### src/rtl/pcm_frame_serializer.sv
// rtl/pcm_frame_serializer.sv - double-buffered serializer turning per-channel PCM sample sets into a channel stream
// One active frame is being sent while at most one further sample set waits in the pending buffer.
module pcm_frame_serializer #(
    parameter int NCH = 20,
    parameter int DW  = 16,
    parameter int CW  = $clog2(NCH)
) (
    input  logic              clk,
    input  logic              rst,
    input  logic              sample_stb,
    input  logic [NCH*DW-1:0] ch_data,
    output logic [DW-1:0]     m_data,
    output logic [CW-1:0]     m_chan,
    output logic              m_valid,
    input  logic              m_ready,
    output logic              m_first,
    output logic              m_last,
    output logic              overflow,
    input  logic              clr_ovf,
    output logic [15:0]       frame_cnt
);

    typedef enum logic {IDLE, SEND} state_t;

    localparam logic [CW-1:0] LAST_CH = CW'(NCH - 1);

    state_t            state_q, state_d;
    logic [NCH*DW-1:0] act_q, act_d;
    logic [NCH*DW-1:0] pend_q, pend_d;
    logic              pend_full_q, pend_full_d;
    logic [CW-1:0]     chan_q, chan_d;
    logic              ovf_q, ovf_d;
    logic [15:0]       fcnt_q, fcnt_d;
    logic              hs;
    logic              at_last;
    logic              done;
    logic              ovf_set;

    always_comb begin
        state_d     = state_q;
        act_d       = act_q;
        pend_d      = pend_q;
        pend_full_d = pend_full_q;
        chan_d      = chan_q;
        fcnt_d      = fcnt_q;
        ovf_set     = 1'b0;
        hs          = (state_q == SEND) && m_ready;
        at_last     = (chan_q == LAST_CH);
        done        = hs && at_last;

        case (state_q)
            IDLE: begin
                if (sample_stb) begin
                    act_d   = ch_data;
                    chan_d  = '0;
                    state_d = SEND;
                end
            end
            SEND: begin
                if (hs) begin
                    chan_d = at_last ? '0 : chan_q + CW'(1);
                end
                if (done) begin
                    fcnt_d = fcnt_q + 16'd1;
                    // The pending set always goes out before a strobe that lands on the completing cycle.
                    if (pend_full_q) begin
                        act_d = pend_q;
                        if (sample_stb) begin
                            pend_d = ch_data;
                        end else begin
                            pend_full_d = 1'b0;
                        end
                    end else if (sample_stb) begin
                        act_d = ch_data;
                    end else begin
                        state_d = IDLE;
                    end
                end else if (sample_stb) begin
                    if (!pend_full_q) begin
                        pend_d      = ch_data;
                        pend_full_d = 1'b1;
                    end else begin
                        ovf_set = 1'b1;
                    end
                end
            end
            default: state_d = IDLE;
        endcase

        ovf_d = clr_ovf ? 1'b0 : ovf_q;
        if (ovf_set) begin
            ovf_d = 1'b1;
        end
    end

    always_ff @(posedge clk) begin
        if (rst) begin
            state_q     <= IDLE;
            pend_full_q <= 1'b0;
            chan_q      <= '0;
            ovf_q       <= 1'b0;
            fcnt_q      <= '0;
        end else begin
            state_q     <= state_d;
            pend_full_q <= pend_full_d;
            chan_q      <= chan_d;
            ovf_q       <= ovf_d;
            fcnt_q      <= fcnt_d;
        end
    end

    // Sample buffers carry no reset; their contents are only observed while in SEND.
    always_ff @(posedge clk) begin
        act_q  <= act_d;
        pend_q <= pend_d;
    end

    assign m_valid   = (state_q == SEND);
    assign m_chan    = chan_q;
    assign m_data    = m_valid ? act_q[chan_q*DW +: DW] : '0;
    assign m_first   = m_valid && (chan_q == '0);
    assign m_last    = m_valid && at_last;
    assign overflow  = ovf_q;
    assign frame_cnt = fcnt_q;

endmodule

### config.mk
export PLATFORM = sky130hd
export DESIGN_NAME = pcm_frame_serializer
export DESIGN_NICKNAME = d
export VERILOG_FILES = /design/src/rtl/pcm_frame_serializer.sv
export SDC_FILE = /design/constraint.sdc
export NUM_CORES = 1
export LEC_CHECK = 0
export ABC_AREA = 1
export CORE_MARGIN = 2
export CORE_UTILIZATION = 45
export DETAILED_ROUTE_END_ITERATION = 10
export DONT_BUFFER_PORTS = 1
export MAX_ROUTING_LAYER = met4
export PLACE_DENSITY = 0.6
export SYNTH_ARGS = -nofsm -noshare
export SYNTH_HDL_FRONTEND = slang
export SYNTH_SLANG_ARGS = --single-unit
### constraint.sdc
create_clock -name clk -period 26.4 [get_ports clk]
set_clock_uncertainty 0.2 [all_clocks]
set_input_delay 5.28 -clock clk [delete_from_list [all_inputs] [get_ports clk]]
set_output_delay 5.28 -clock clk [all_outputs]
set_load 0.05 [all_outputs]
==> impl_results.md <==
* Status: completed
* CTS buffer count at 75
* Ys flop type: edfxtp_1
* Post-CTS Resized at 0
* Syn avg cell area at 9.55 sq um
* Maximum clock rate at 111 MHz
* CTS tree: yes
* Vias in the first global route at 22400
* Synth Instances at 3220
* Tightest Pin Transition at 1.29 ns
* CP Launch Type: flip-flop
* Die area at 70500 sq um
* Share of cells above drive strength 1 at 4.86%
* Max clock buf depth at 3
* IO Pins at 366
* Crit end category: output port
* Max-cap violation count at 0
* Final Setup Violations at 0
* Most common cell in the netlist: nand2_1
* CTS clock-pin slew for the worst setup and hold paths at 0.06 ns
* Vias per inst at 5.67
* Unrepaired setup endpoints after global routing: false
* First-pass GRT wire length at 142 mm
* CP Data Required Time at 20.92 ns
* Leak Pwr at 0.0126 uW
* WS Path Type: flip-flop to output port
* Area leader, netlist: edfxtp_1
* Most frequent cells after synthesis: 791 x nand2_1, 640 x edfxtp_1, 594 x o21ai_0, 380 x nor2_1, 262 x inv_1
* Area Overhead vs Synth at 9.44%
* Drt total wl at 94.2 mm
* Syn Nets at 3548
* Post-synth top area share at 62.5%
* CTS root buf: clkbuf_16
* Total GRT Usage at 27.1%
* Initial antenna violation count at 9
* Peak VDD IR at 0.0453 mV
* Core outline area at 67400 sq um
* Starting Density at 45.7%
* CP Data Arrival Time at 3.49 ns
* Vias post-DR at 23000
* Post-Syn Area at 30800 sq um
* # hold bufs at CTS at 0
* Setup bufs post-CTS at 0
* Synth cell types at 31
* Rows at 95
* Post-route ant nets at 0
* Initial DRT Pass Iterations at 7
* Clock Latency Late Sink at 0.62 ns
* Net count, final at 3441
* Worst slew margin at 14.0%
* Fin crit share at 34.0%
* Drt wl/cell at 23.2 microns
* Die X at 265 microns
* GP Congestion at 0.876
* Synth Register Bits at 664
* Ys Warns at 0
* Layout Cells excl Fill at 4059
* Remaining DRCs at 0
* CTS sink cnt at 664
* Die Y at 265 microns
* Hold Path Class: flip-flop to flip-flop
* Fin crit period at 8.97 ns
* DR iter-0 viols at 2842
* Seq/Total Area, Yosys at 64.0%
* Post-placement cell count at 3909
* Number of synthesized flops with an enable pin at 640
* Pins Over Slew Limit at 0
* DP HPWL at 60.0 mm
* TNS Setup at 0 ns
* Synth top area cells: edfxtp_1 62%, o21ai_0 9.7%, nand2_1 9.7%, nor2_1 4.6%, inv_1 3.2%
* Grt total ovfl at 0
* Crit-path max FO at 48
* H-Tree Depth at 3
* Post-synthesis async set-or-reset flop share at 0%
* Largest net degree at the start of global routing at 326
* P per Cell Area at 77.8 nW/um^2
* Final Hold Viols at 0
* Port bufs at 0
-- stage by stage --
step | power, uW | area [sq um] | hold WS [ns] | worst slack (ns) | utilization [%]
global route | 2710 | 33700 | 0.337 | 17.19 | 50.0
detailed placement | 1570 | 31100 | 0.312 | 17.67 | 46.2
floorplan | 1500 | 30800 | 0.300 | 5.20 | -
finish | 2620 | 33700 | 0.314 | 17.43 | 50.0
global placement | 1560 | 31100 | 0.302 | 17.71 | 46.2
CTS | 2640 | 33600 | 0.317 | 17.41 | 49.9
-- sequential cells by signal, summed over array words and instances, names as in the netlist --
name         cells
m_chan           5
m_valid          1
overflow         1
frame_cnt       16
pend_q         320
act_q          320
pend_full_q      1
-- where the power goes --
group	internal, uW	switching, uW	leakage (uW)
Sequential	1270	43.4	0.00631
Combinational	62.4	174	0.00504
Clock	633	441	0.00122
-- cells by family after synthesis --
family          Yosys count  synth area share (%)
fa+ha+maj                 3                 0.122
simple gates           1366                  17.7
flops                   664                  64.0
xor+xnor                  6                 0.171
buf+inv                 473                  6.38
compound gates          708                  11.6
-- cell type report --
| type | count | area [sq um] |
|---|---|---|
| inverter | 267 | 1020 |
| timing repair buffer | 22 | 190 |
| multi-input combinational | 2083 | 9130 |
| fill | 6186 | 33700 |
| antenna | 15 | 37.5 |
| tap | 873 | 1090 |
| clock buffer | 97 | 2060 |
| clock inverter | 38 | 429 |
| sequential | 664 | 19700 |
-- critical path, stage by stage, from the launching register on --
cell	delay, ns
dfxtp_4	0.64
buf_4	0.70
ha_1	0.44
nand3_2	0.18
nor2_1	0.85
-- routing by layer --
metal  vias to the layer above  global-route usage (%)  part of all wire [%]
met2                       996                    41.2                    46
met3                       177                    7.40                   9.9
met1                     11200                    35.2                    40
met4                         0                    9.47                   3.3
met5                         -                       -                     0
li1                      10700                       -                     -
-- layout by cell type, fill, tap and decap left out, types with 8 or more instances in the layout --
cell type / instances
a21oi_1: 12
buf_4: 20
bufinv_16: 8
clkbuf_1: 15
clkbuf_16: 78
clkinv_1: 8
clkinv_2: 14
dfxtp_1: 20
diode_2: 15
edfxtp_1: 640
inv_1: 262
nand2_1: 789
nand3_1: 179
nor2_1: 379
o21ai_0: 594
o21ai_1: 84
o22ai_1: 16
-- path summary, 6_finish.rpt --
path / to / slack (ns) / from / cells after the start
min reg2reg: act_q[87] / 0.31 / pend_q[87] / 2
max: m_last / 17.43 / m_chan[1] / 4
min: act_q[87] / 0.31 / pend_q[87] / 2
max reg2reg: act_q[184] / 21.39 / m_chan[1] / 6
No activity file was read; power rests on OpenSTA's default activity.
